### config.mk
export PLATFORM = sky130hd
export DESIGN_NAME = spi_flash_responder
export DESIGN_NICKNAME = d
export VERILOG_FILES = /design/src/rtl/spi_flash_responder.sv
export SDC_FILE = /design/constraint.sdc
export NUM_CORES = 1
export LEC_CHECK = 0
export ABC_AREA = 1
export BUFFER_PORTS_ARGS = -buffer_cell sky130_fd_sc_hd__buf_2
export CAP_MARGIN = 20
export CORE_MARGIN = 1.5
export CORE_UTILIZATION = 40
export CTS_BUF_LIST = sky130_fd_sc_hd__clkbuf_4 sky130_fd_sc_hd__clkbuf_8
export DETAILED_ROUTE_END_ITERATION = 10
export HOLD_SLACK_MARGIN = 0.03
export MAX_ROUTING_LAYER = met4
export PLACE_DENSITY = 0.61
export SYNTH_ARGS = -nofsm -noshare
export SYNTH_HDL_FRONTEND = slang
export SYNTH_SLANG_ARGS = --single-unit
### constraint.sdc
create_clock -name CLK -period 1.75 [get_ports CLK]
set_input_delay 0.4375 -clock CLK [delete_from_list [all_inputs] [get_ports CLK]]
set_output_delay 0.4375 -clock CLK [all_outputs]
set_load 0.03 [all_outputs]
### src/rtl/spi_flash_responder.sv
// SPI mode-0 flash responder serving READ (0x03) and JEDEC ID (0x9F), oversampling the SPI pins on CLK.
// Pin edges reach strobes after 3 CLK and MISO moves 4 CLK after an SCK fall; the master paces everything, so there is no backpressure.
module spi_flash_responder #(
    parameter int          ADDR_W   = 24,
    parameter logic [23:0] JEDEC_ID = 24'hEF4016
) (
    input  logic              CLK,
    input  logic              RST,
    input  logic              flashClk,
    input  logic              flashCs,
    input  logic              flashMosi,
    output logic              flashMiso,
    output logic [ADDR_W-1:0] mem_addr,
    output logic              mem_rd,
    input  logic [7:0]        mem_rdata,
    output logic              busy,
    output logic              cmd_error
);

    typedef enum logic [2:0] {
        S_IDLE,
        S_CMD,
        S_ADDR,
        S_DATA,
        S_ID,
        S_IGNORE
    } state_t;

    state_t      r_state;
    logic        r_sck_s1, r_sck_s2, r_sck_s3;
    logic        r_cs_s1, r_cs_s2, r_cs_s3;
    logic        r_mosi_s1, r_mosi_s2, r_mosi_d;
    logic        r_sck_rise, r_sck_fall, r_cs_rise, r_cs_fall;
    logic [1:0]  r_settle;
    logic        r_cs_armed;
    logic [2:0]  r_bit_cnt;
    logic [1:0]  r_byte_cnt;
    logic [1:0]  r_id_idx;
    logic [6:0]  r_cmd_sr;
    logic [22:0] r_addr;
    logic [7:0]  r_shift;
    logic        r_load;

    logic [7:0]  w_cmd_next;
    logic [23:0] w_addr_next;
    logic        w_byte_end;

    assign w_cmd_next  = {r_cmd_sr, r_mosi_d};
    assign w_addr_next = {r_addr, r_mosi_d};
    assign w_byte_end  = r_sck_rise && (r_bit_cnt == 3'd7);

    always_ff @(posedge CLK) begin
        if (RST) begin
            r_state    <= S_IDLE;
            r_sck_s1   <= 1'b0;
            r_sck_s2   <= 1'b0;
            r_sck_s3   <= 1'b0;
            r_cs_s1    <= 1'b1;
            r_cs_s2    <= 1'b1;
            r_cs_s3    <= 1'b1;
            r_mosi_s1  <= 1'b0;
            r_mosi_s2  <= 1'b0;
            r_mosi_d   <= 1'b0;
            r_sck_rise <= 1'b0;
            r_sck_fall <= 1'b0;
            r_cs_rise  <= 1'b0;
            r_cs_fall  <= 1'b0;
            r_settle   <= 2'd0;
            r_cs_armed <= 1'b0;
            r_bit_cnt  <= 3'd0;
            r_byte_cnt <= 2'd0;
            r_id_idx   <= 2'd0;
            r_cmd_sr   <= 7'd0;
            r_addr     <= 23'd0;
            r_shift    <= 8'd0;
            r_load     <= 1'b0;
            flashMiso  <= 1'b0;
            mem_addr   <= '0;
            mem_rd     <= 1'b0;
            busy       <= 1'b0;
            cmd_error  <= 1'b0;
        end else begin
            r_sck_s1  <= flashClk;
            r_sck_s2  <= r_sck_s1;
            r_sck_s3  <= r_sck_s2;
            r_cs_s1   <= flashCs;
            r_cs_s2   <= r_cs_s1;
            r_cs_s3   <= r_cs_s2;
            r_mosi_s1 <= flashMosi;
            r_mosi_s2 <= r_mosi_s1;
            r_mosi_d  <= r_mosi_s2;

            r_sck_rise <= r_sck_s2 & ~r_sck_s3;
            r_sck_fall <= ~r_sck_s2 & r_sck_s3;
            r_cs_rise  <= r_cs_s2 & ~r_cs_s3;
            r_cs_fall  <= ~r_cs_s2 & r_cs_s3 & r_cs_armed;

            // A CS already low when reset releases must be seen high before a fall counts
            if (r_settle != 2'd3) begin
                r_settle <= r_settle + 2'd1;
            end else if (r_cs_s3) begin
                r_cs_armed <= 1'b1;
            end

            mem_rd    <= 1'b0;
            cmd_error <= 1'b0;
            r_load    <= mem_rd;
            if (r_load) begin
                r_shift <= mem_rdata;
            end

            if (r_cs_rise) begin
                r_state   <= S_IDLE;
                busy      <= 1'b0;
                flashMiso <= 1'b0;
            end else if (r_cs_fall && (r_state == S_IDLE)) begin
                r_state   <= S_CMD;
                r_bit_cnt <= 3'd0;
                busy      <= 1'b1;
                flashMiso <= 1'b0;
            end else if (r_state != S_IDLE) begin
                if (r_sck_rise) begin
                    r_bit_cnt <= r_bit_cnt + 3'd1;
                end
                case (r_state)
                    S_CMD: begin
                        if (r_sck_rise) begin
                            r_cmd_sr <= w_cmd_next[6:0];
                        end
                        if (w_byte_end) begin
                            if (w_cmd_next == 8'h03) begin
                                r_state    <= S_ADDR;
                                r_byte_cnt <= 2'd0;
                            end else if (w_cmd_next == 8'h9F) begin
                                r_state  <= S_ID;
                                r_shift  <= JEDEC_ID[23:16];
                                r_id_idx <= 2'd1;
                            end else begin
                                r_state   <= S_IGNORE;
                                cmd_error <= 1'b1;
                            end
                        end
                    end
                    S_ADDR: begin
                        if (r_sck_rise) begin
                            r_addr <= w_addr_next[22:0];
                        end
                        if (w_byte_end) begin
                            if (r_byte_cnt == 2'd2) begin
                                mem_rd   <= 1'b1;
                                mem_addr <= w_addr_next[ADDR_W-1:0];
                                r_state  <= S_DATA;
                            end else begin
                                r_byte_cnt <= r_byte_cnt + 2'd1;
                            end
                        end
                    end
                    S_DATA: begin
                        if (r_sck_fall) begin
                            flashMiso <= r_shift[7];
                            r_shift   <= {r_shift[6:0], 1'b0};
                        end
                        // Prefetch the next byte so it is loaded before the following fall
                        if (w_byte_end) begin
                            mem_rd   <= 1'b1;
                            mem_addr <= mem_addr + ADDR_W'(1);
                        end
                    end
                    S_ID: begin
                        if (r_sck_fall) begin
                            flashMiso <= r_shift[7];
                            r_shift   <= {r_shift[6:0], 1'b0};
                        end
                        if (w_byte_end) begin
                            case (r_id_idx)
                                2'd1:    r_shift <= JEDEC_ID[15:8];
                                2'd2:    r_shift <= JEDEC_ID[7:0];
                                default: r_shift <= 8'h00;
                            endcase
                            if (r_id_idx != 2'd3) begin
                                r_id_idx <= r_id_idx + 2'd1;
                            end
                        end
                    end
                    S_IGNORE: begin
                        flashMiso <= 1'b0;
                    end
                    default: begin
                        r_state <= S_IDLE;
                    end
                endcase
            end
        end
    end

endmodule

==> results of run 1 <==
[registers in the layout, summed over array words and instances (netlist names), 2 cells and up]
name	cells
r_byte_cnt	2
r_id_idx	2
r_shift	8
mem_addr	24
r_cmd_sr	7
r_state	3
r_settle	2
r_addr	23
r_bit_cnt	3
[final cells by class]
cell class / count / area [um^2]
fillers: 1190 / 5880
multi-input cells: 540 / 2580
flip-flops and latches: 93 / 1870
repair buffers: 73 / 514
inverters: 72 / 278
well taps: 143 / 179
clock buffers: 9 / 124
clock inverters: 7 / 86.3
[worst max-delay path: cells and delay by family (launching register included)]
kind,cells,cell delay [ns]
and+or+nand+nor,5,0.43
DFF,1,0.38
adders and majority gates,2,0.26
buffers and inverters,2,0.21
AOI/OAI and AO/OA,2,0.28
[cell usage after synthesis, drive strengths merged, types with 4 or more instances]
| cell | count |
|---|---|
| nor2 | 139 |
| nand3 | 48 |
| nor3 | 7 |
| nand4 | 4 |
| buf | 11 |
| ha | 8 |
| inv | 71 |
| clkbuf | 12 |
| a21oi | 59 |
| nand2 | 193 |
| dfxtp | 93 |
| o211ai | 6 |
| o21ai | 59 |
[cells by family (layout without fill, tap and decap cells)]
group           Yosys count  after routing  share of synthesized area, %
simple gates            398            398                          35.4
compound gates          128            128                          14.0
buf+inv                  95            161                          8.14
flops                    93             93                          39.2
fa+ha+maj                 8              8                          2.11
xor+xnor                  4              4                         0.737
mux                       2              2                         0.474
[metrics by stage]
| stage | cell area (um^2) | utilization (%) | std cells |
|---|---|---|---|
| after global placement | 5310 | 46.1 | 919 |
| after detailed placement | 5310 | 46.1 | 919 |
| final | 5640 | 48.9 | 937 |
| after CTS | 5520 | 47.9 | 935 |
| after global routing | 5640 | 48.9 | 937 |
| after floorplan | 4750 | - | 728 |
[power by group through the flow]
stage | clock network [uW] | registers [uW] | logic, uW
3_3_place_gp | 0 | 2330 | 789
3_5_place_dp | 0 | 2330 | 804
5_1_grt | 1630 | 2300 | 979
4_1_cts | 1530 | 2280 | 809
6_report | 1480 | 2290 | 845
2_1_floorplan | 0 | 2310 | 596
[routing by layer]
layer  up-vias  GRT usage [%]  share of wire (%)
met4         0           6.58                1.8
met2        97           30.7                 44
met3        18           3.32                4.6
met5         -              -                  0
met1      2114           27.8                 50
li1       2447              -                  -
[how the worst min path moves through the flow]
stage / endpoint / cells after the start / from
6_report: r_cs_s1 / 2 / flashCs
5_1_grt: r_cs_s1 / 2 / flashCs
4_1_cts: r_cs_s1 / 2 / flashCs
3_5_place_dp: r_mosi_d / 2 / r_mosi_s2
3_3_place_gp: r_cs_s2 / 1 / r_cs_s1
2_1_floorplan: r_mosi_d / 2 / r_mosi_s2
[repair_timing]
action / CTS / global route
gates resized for setup: 2 / 31
setup endpoints to repair: 3 / 65
pin swaps: 0 / 5
buffers inserted: 0 / 2
==> impl_table.tex, run 1 <==
\begin{tabular}{lr}
\hline
Metric & Value \\
\hline
\multicolumn{2}{l}{\textbf{Setup path}} \\
\quad Number of cell instances on the worst register-to-register path & 11 \\
\quad Crit path arrival time & 1.94 ns \\
\quad Setup slack, reg-to-reg & 0.13 ns \\
\quad Req. time, crit path & 2.07 ns \\
\quad Startpoint of the most critical setup path & r\_bit\_cnt[0] \\
\quad Type of element capturing the critical path & register \\
\quad CP startpoint kind & register \\
\quad Crit path max fanout & 6 \\
\quad Largest stage delay on the critical path & 0.38 ns \\
\quad Timing endpoint of the critical path & r\_id\_idx[0] \\
\quad Critical path cell sequence & ha\_4, ha\_4, nand2\_2, inv\_4, buf\_6, nand2\_2, o21ai\_2, nand2\_1, nor2\_2, nand2\_1, a21oi\_2 \\
\quad Terminus of the critical flop-to-flop path & r\_id\_idx[0] \\
\quad R2R Path Start & r\_bit\_cnt[0] \\
\quad Cell with the biggest individual delay on the critical path & dfxtp\_2 \\
\quad Worst setup path class & reg -> reg \\
\multicolumn{2}{l}{\textbf{Yosys}} \\
\quad Post-synth top flop & dfxtp\_1 \\
\quad Number of warning messages in the yosys log & 0 \\
\quad Proportion of synthesized chip area in sequential cells & 39.2\% \\
\quad Synthesized area divided by synthesized cell count & 6.53 um\^{}2 \\
\quad Post-synthesis cell count & 728 \\
\quad Number of flops mapped to enable cells by yosys & 0 \\
\quad Flops \& latches, synth & 93 \\
\quad Count of distinct cell types in the synthesized netlist & 32 \\
\quad Synth top area cells & dfxtp\_1 39\%, nand2\_1 15\%, nor2\_1 9.9\% \\
\quad Summed instance area of the synthesized netlist & 0.00475 mm\^{}2 \\
\quad Fraction of registers with async set or reset after synthesis & 0\% \\
\quad Synthesized netlist net count & 749 \\
\quad Proportion of netlist area held by the largest area contributor & 39.2\% \\
\quad Area leader, netlist & dfxtp\_1 \\
\multicolumn{2}{l}{\textbf{Global route}} \\
\quad Remaining Overflow, GRT & 0 \\
\quad Maximum number of pins on one net before global-route repair & 44 \\
\quad Overall global routing resource usage & 20.3\% \\
\quad Via count of the first global-routing pass & 4241 \\
\quad First-pass GRT wire length & 20100 um \\
\quad Initial antenna violation count & 0 \\
\multicolumn{2}{l}{\textbf{Die}} \\
\quad Die X & 112 um \\
\quad Ports & 41 \\
\quad Height of the chip & 112 um \\
\quad Number of placement rows & 39 \\
\quad Starting utilization of the core area & 41.3\% \\
\quad Die Outline Area & 0.0125 mm\^{}2 \\
\quad Core region area & 0.0115 mm\^{}2 \\
\multicolumn{2}{l}{\textbf{Pwr}} \\
\quad Internal power summed over all cells & 3100 uW \\
\quad Power dissipated by switching net loads & 1520 uW \\
\quad Reg power frac & 49.6\% \\
\quad Overall power after layout & 4620 uW \\
\quad VDD IR-drop max & 0.000319 V \\
\quad Power Density & 820 mW/mm\^{}2 \\
\quad Part of the power in the clock network & 32.1\% \\
\quad Part of the total power dissipated in combinational logic & 18.3\% \\
\quad Static leakage & 0.00220 uW \\
\quad Switching share of power & 32.9\% \\
\multicolumn{2}{l}{\textbf{Placement}} \\
\quad Placement Setup Slack & 0.0133 ns \\
\quad Final weighted congestion of routability-driven global placement & 0.934 \\
\quad Detailed placer's ending HPWL & 8970 um \\
\quad Count of input and output buffers & 40 \\
\multicolumn{2}{l}{\textbf{Clock tree}} \\
\quad Clock buffer count from CTS & 9 \\
\quad Clk\_lat worst skew & 0.38 ns \\
\quad Clock tree from TritonCTS & done \\
\quad Hold-fix buffers, CTS & 0 \\
\quad \# clock sinks & 93 \\
\quad H-Tree Depth & 3 \\
\quad Largest buffer count on any clock path & 2 \\
\quad Clock Root Buffer & clkbuf\_8 \\
\quad Clock-pin slew on the worst setup and hold paths & 0.11 ns \\
\multicolumn{2}{l}{\textbf{Hold path}} \\
\quad Min-Delay Path Class & in -> reg \\
\multicolumn{2}{l}{\textbf{Flow run}} \\
\quad Max capacitance violation total & 0 \\
\multicolumn{2}{l}{\textbf{Outcome}} \\
\quad Failing checks & DRC \\
\quad Status & complete, but fails checks \\
\multicolumn{2}{l}{\textbf{Drt}} \\
\quad DR WL/cell & 12.8 um \\
\quad Number of DRC markers after the initial detailed-route iteration & 295 \\
\quad TritonRoute pass-1 iters & 8 \\
\quad Post-detailed-route via-to-cell ratio & 4.99 \\
\quad Number of design rule violations left after detail routing & 8 \\
\quad Routed wire length & 12000 um \\
\quad Post-detailed-route count of antenna-violating nets & 0 \\
\quad Total via count after detailed routing & 4676 \\
\multicolumn{2}{l}{\textbf{Timing}} \\
\quad WHS & 0.234 ns \\
\quad Max Freq & 0.616 GHz \\
\quad Number of setup violations in the final report & 0 \\
\quad Fin. max-slew vios & 0 \\
\quad Final worst clock skew & 0.0127 ns \\
\quad Slack of the critical path & 0.126 ns \\
\quad Worst-case headroom to the max-slew limit & 68.4\% \\
\quad Min Tclk post-route & 1.62 ns \\
\quad Final-report hold violation count & 0 \\
\quad RSZ-0062 raised after global routing & true \\
\quad Setup\_tns & 0 ns \\
\quad Period utilisation layout & 92.8\% \\
\quad Actual transition at the worst max-transition pin & 0.473 ns \\
\multicolumn{2}{l}{\textbf{Finish}} \\
\quad Net count, final & 810 \\
\quad Most common cell after layout, fill and taps aside & nand2\_1 \\
\quad Layout cell share with drive strength beyond 1 & 18.0\% \\
\quad Layout-stage area growth over the synthesis result & 18.6\% \\
\quad Commonest non-fill, non-tap cells in the layout & 184 x nand2\_1, 120 x nor2\_1, 87 x dfxtp\_1, 65 x inv\_1, 58 x a21oi\_1 \\
\quad N\_diodes & 0 \\
\hline
\end{tabular}
(Power assumes the default switching activity.)
==> run 2, diff against run 1 <==
- ABC_AREA: 1 -> unset
- CTS_CLUSTER_DIAMETER: unset -> 50
- PLACE_DENSITY: 0.61 -> 0.62
==> impl_table.tex, run 2 <==
\begin{tabular}{lr}
\hline
Metric & Value \\
\hline
\multicolumn{2}{l}{\textbf{Global route}} \\
\quad Initial antenna violation count & 0 (unchanged) \\
\quad GRT met1 Usage & 29.8\% (was 27.8\%) \\
\quad Met3 track utilization from global routing & 4.90\% (was 3.32\%) \\
\quad Global-route layer with the greatest usage & met2 (unchanged) \\
\quad Met2 routing resource usage after global routing & 36.6\% (was 30.7\%) \\
\quad Remaining Overflow, GRT & 0 (unchanged) \\
\quad First-pass GRT wire length & 20700 um (was 20100 um) \\
\quad Overall global routing resource usage & 23.6\% (was 20.3\%) \\
\quad Via count of the first global-routing pass & 4251 (was 4241) \\
\quad Maximum number of pins on one net before global-route repair & 45 (was 44) \\
\multicolumn{2}{l}{\textbf{Yosys}} \\
\quad Number of flops mapped to enable cells by yosys & 0 (unchanged) \\
\quad Count of distinct cell types in the synthesized netlist & 59 (was 32) \\
\quad Synth top area cells & dfxtp\_1 43\%, nand2\_1 6.8\%, a21oi\_1 6.2\% (was dfxtp\_1 39\%, nand2\_1 15\%, nor2\_1 9.9\%) \\
\quad Post-synthesis cell count & 534 (was 728) \\
\quad Synthesized area divided by synthesized cell count & 8.17 um\^{}2 (was 6.53 um\^{}2) \\
\quad Number of warning messages in the yosys log & 0 (unchanged) \\
\quad Synthesized netlist net count & 555 (was 749) \\
\quad Flops \& latches, synth & 93 (unchanged) \\
\quad Proportion of synthesized chip area in sequential cells & 42.6\% (was 39.2\%) \\
\quad Most common cell in the netlist & dfxtp\_1 (was nand2\_1) \\
\quad Area leader, netlist & dfxtp\_1 (unchanged) \\
\quad Post-synth top flop & dfxtp\_1 (unchanged) \\
\quad Proportion of netlist area held by the largest area contributor & 42.6\% (was 39.2\%) \\
\quad Summed instance area of the synthesized netlist & 0.00437 mm\^{}2 (was 0.00475 mm\^{}2) \\
\quad Fraction of registers with async set or reset after synthesis & 0\% (unchanged) \\
\quad Top cells by instance count after synthesis & 93 x dfxtp\_1, 79 x nand2\_1, 54 x a21oi\_1 (was 187 x nand2\_1, 125 x nor2\_1, 93 x dfxtp\_1) \\
\multicolumn{2}{l}{\textbf{Setup path}} \\
\quad Crit path max fanout & 2 (was 6) \\
\quad Timing endpoint of the critical path & mem\_addr[18] (was r\_id\_idx[0]) \\
\quad Largest stage delay on the critical path & 0.48 ns (was 0.38 ns) \\
\quad Setup slack, reg-to-reg & -0.24 ns (was 0.13 ns) \\
\quad Crit path arrival time & 2.30 ns (was 1.94 ns) \\
\quad Depth of the critical timing path with buffers and inverters included & 7 (was 11) \\
\quad Type of element capturing the critical path & register (unchanged) \\
\quad Critical path cell sequence & ha\_4, ha\_4, nand3b\_4, or4\_4, or3\_4, mux2\_4, a31oi\_4 (was ha\_4, ha\_4, nand2\_2, inv\_4, buf\_6, nand2\_2, o21ai\_2, nand2\_1, nor2\_2, nand2\_1, a21oi\_2) \\
\quad Startpoint of the most critical setup path & r\_bit\_cnt[0] (unchanged) \\
\quad Worst setup path class & reg -> reg (unchanged) \\
\quad R2R Path Start & r\_bit\_cnt[0] (unchanged) \\
\quad CP top delay family & simple AND/OR/NAND/NOR gates (unchanged) \\
\quad Buf/Inv on CP & 0 (was 2) \\
\quad Dominant cell type by count on the critical path & ha\_4 \\
\quad Cell with the biggest individual delay on the critical path & or4\_4 (was dfxtp\_2) \\
\quad Number of cell instances on the worst register-to-register path & 7 (was 11) \\
\quad CP startpoint kind & register (unchanged) \\
\quad Req. time, crit path & 2.06 ns (was 2.07 ns) \\
\quad Terminus of the critical flop-to-flop path & mem\_addr[18] (was r\_id\_idx[0]) \\
\multicolumn{2}{l}{\textbf{Timing}} \\
\quad Max Freq & 0.502 GHz (was 0.616 GHz) \\
\quad Fin. max-slew vios & 0 (unchanged) \\
\quad Worst-case headroom to the max-slew limit & 67.0\% (was 68.4\%) \\
\quad Setup\_tns & -2.28 ns (was 0 ns) \\
\quad Final-report hold violation count & 0 (unchanged) \\
\quad Min Tclk post-route & 1.99 ns (was 1.62 ns) \\
\quad Number of setup violations in the final report & 23 (was 0) \\
\quad Period utilisation layout & 114\% (was 92.8\%) \\
\quad Actual transition at the worst max-transition pin & 0.491 ns (was 0.473 ns) \\
\quad RSZ-0062 raised after global routing & true (unchanged) \\
\quad Final worst clock skew & 0.0134 ns (was 0.0127 ns) \\
\quad Slack of the critical path & -0.242 ns (was 0.126 ns) \\
\multicolumn{2}{l}{\textbf{Die}} \\
\quad Die X & 107 um (was 112 um) \\
\quad Height of the chip & 107 um (was 112 um) \\
\quad Starting utilization of the core area & 41.7\% (was 41.3\%) \\
\quad Ports & 41 (unchanged) \\
\quad Core region area & 0.0105 mm\^{}2 (was 0.0115 mm\^{}2) \\
\quad Die Outline Area & 0.0115 mm\^{}2 (was 0.0125 mm\^{}2) \\
\quad Number of placement rows & 37 (was 39) \\
\multicolumn{2}{l}{\textbf{Clock tree}} \\
\quad Clock Root Buffer & clkbuf\_8 (unchanged) \\
\quad Hold-fix buffers, CTS & 0 (unchanged) \\
\quad Clock-pin slew on the worst setup and hold paths & 0.10 ns (was 0.11 ns) \\
\quad Clock tree from TritonCTS & done (unchanged) \\
\quad Clk\_lat worst skew & 0.38 ns (about the same) \\
\quad H-Tree Depth & 3 (unchanged) \\
\quad Largest buffer count on any clock path & 2 (unchanged) \\
\quad Clock buffer count from CTS & 9 (unchanged) \\
\quad \# clock sinks & 93 (unchanged) \\
\multicolumn{2}{l}{\textbf{Placement}} \\
\quad Count of input and output buffers & 40 (unchanged) \\
\quad Detailed placer's ending HPWL & 8590 um (was 8970 um) \\
\quad Number of placed instances with taps included & 755 (was 919) \\
\quad Final weighted congestion of routability-driven global placement & 0.882 (was 0.934) \\
\quad Instance area at placement & 0.00535 mm\^{}2 (was 0.00531 mm\^{}2) \\
\multicolumn{2}{l}{\textbf{Finish}} \\
\quad Commonest non-fill, non-tap cells in the layout & 81 x buf\_4, 74 x nand2\_1, 71 x dfxtp\_1, 49 x a21oi\_1, 41 x buf\_2 (was 184 x nand2\_1, 120 x nor2\_1, 87 x dfxtp\_1, 65 x inv\_1, 58 x a21oi\_1) \\
\quad N\_diodes & 0 (unchanged) \\
\quad Max reg flops & 24 (unchanged) \\
\quad Most common cell after layout, fill and taps aside & buf\_4 (was nand2\_1) \\
\quad Fill cell total of the finished layout & 952 (was 1190) \\
\quad Final std cell area, no fill & 0.00612 mm\^{}2 (was 0.00564 mm\^{}2) \\
\quad Layout cell share with drive strength beyond 1 & 37.8\% (was 18.0\%) \\
\quad Largest regs & mem\_addr x24, r\_addr x23, r\_shift x8 (unchanged) \\
\quad Non-filler instance count after layout & 794 (was 937) \\
\quad Layout-stage area growth over the synthesis result & 40.2\% (was 18.6\%) \\
\quad Share of the core filled with cells in the final layout & 58.5\% (was 48.9\%) \\
\quad Net count, final & 674 (was 810) \\
\quad Register containing the most flip-flops in the final layout & mem\_addr (unchanged) \\
\multicolumn{2}{l}{\textbf{Drt}} \\
\quad Number of design rule violations left after detail routing & 0 (was 8) \\
\quad TritonRoute pass-1 iters & 5 (was 8) \\
\quad Routed wire length & 12800 um (was 12000 um) \\
\quad Total via count after detailed routing & 4462 (was 4676) \\
\quad Post-detailed-route count of antenna-violating nets & 0 (unchanged) \\
\quad Number of DRC markers after the initial detailed-route iteration & 215 (was 295) \\
\quad DR WL/cell & 16.2 um (was 12.8 um) \\
\quad Post-detailed-route via-to-cell ratio & 5.62 (was 4.99) \\
\multicolumn{2}{l}{\textbf{Outcome}} \\
\quad Status & complete, but fails checks (unchanged) \\
\quad Failing checks & setup timing (was DRC) \\
\multicolumn{2}{l}{\textbf{Hold path}} \\
\quad Min-Delay Startpoint & flashCs (unchanged) \\
\quad Min-Delay Path Class & in -> reg (unchanged) \\
\multicolumn{2}{l}{\textbf{Pwr}} \\
\quad Power Density & 602 mW/mm\^{}2 (was 820 mW/mm\^{}2) \\
\quad VDD IR-drop max & 0.000391 V (was 0.000319 V) \\
\quad Overall power after layout & 3690 uW (was 4620 uW) \\
\quad Static leakage & 0.00231 uW (was 0.00220 uW) \\
\multicolumn{2}{l}{\textbf{Flow run}} \\
\quad Max capacitance violation total & 0 (unchanged) \\
\hline
\end{tabular}
## run 2: area by class of cell
cell class              count  area [um^2]  area share, %
clock buffers              11          151           2.47
well taps                 136          170           2.78
inverters                  10         37.5          0.613
multi-input cells         396         2720           44.4
repair buffers            143         1080           17.7
flip-flops and latches     93         1920           31.4
clock inverters             5         40.0          0.654
## run 2: per-stage QoR
step                      worst slack [ns]  hold WS (ns)
after global routing                -0.292         0.225
after CTS                           -0.273         0.229
after global placement              -0.244         0.395
after floorplan                     -0.369         0.383
final                               -0.242         0.244
after detailed placement            -0.289         0.397
## run 2: layer usage
| layer | share of wire, % | vias to the layer above |
|---|---|---|
| li1 | - | 2167 |
| met1 | 45 | 2157 |
| met2 | 48 | 112 |
| met3 | 4.0 | 26 |
| met4 | 3.2 | 0 |
| met5 | 0 | - |
## run 2: where the power goes
| group | switching, uW | internal, uW | total [uW] |
|---|---|---|---|
| clock network | 809 | 608 | 1420 |
| logic | 78.9 | 53.3 | 132 |
| registers | 16.4 | 2120 | 2140 |
## run 2: cells by family after synthesis
kind of cell | after synthesis | share of synthesized area [%]
and+or+nand+nor | 236 | 27.5
AOI/OAI and AO/OA | 131 | 18.5
DFF | 93 | 42.6
buffers and inverters | 45 | 4.21
muxes | 20 | 4.61
adders and majority gates | 8 | 2.29
xor gates and xnor gates | 1 | 0.201
## run 2: worst register-to-register path, delay by kind of cell, from the launching register on
family | cells | cell delay, ns
simple gates | 3 | 0.89
flops | 1 | 0.36
mux | 1 | 0.28
fa+ha+maj | 2 | 0.27
compound gates | 1 | 0.13
## run 2: worst min-delay path by stage
stage	to	depth (start not counted)
2_1_floorplan	r_sck_rise	1
3_3_place_gp	r_cs_s2	1
3_5_place_dp	r_cs_s2	1
4_1_cts	r_cs_s1	2
5_1_grt	r_cs_s1	2
6_report	r_cs_s1	2
## run 2: what timing repair did
action                     CTS  global route
hold endpoints to repair     0             0
buffers inserted            12            11
setup endpoints to repair   67            73
cloned                       2             1
pin swaps                   21            38
resized for setup           52            60
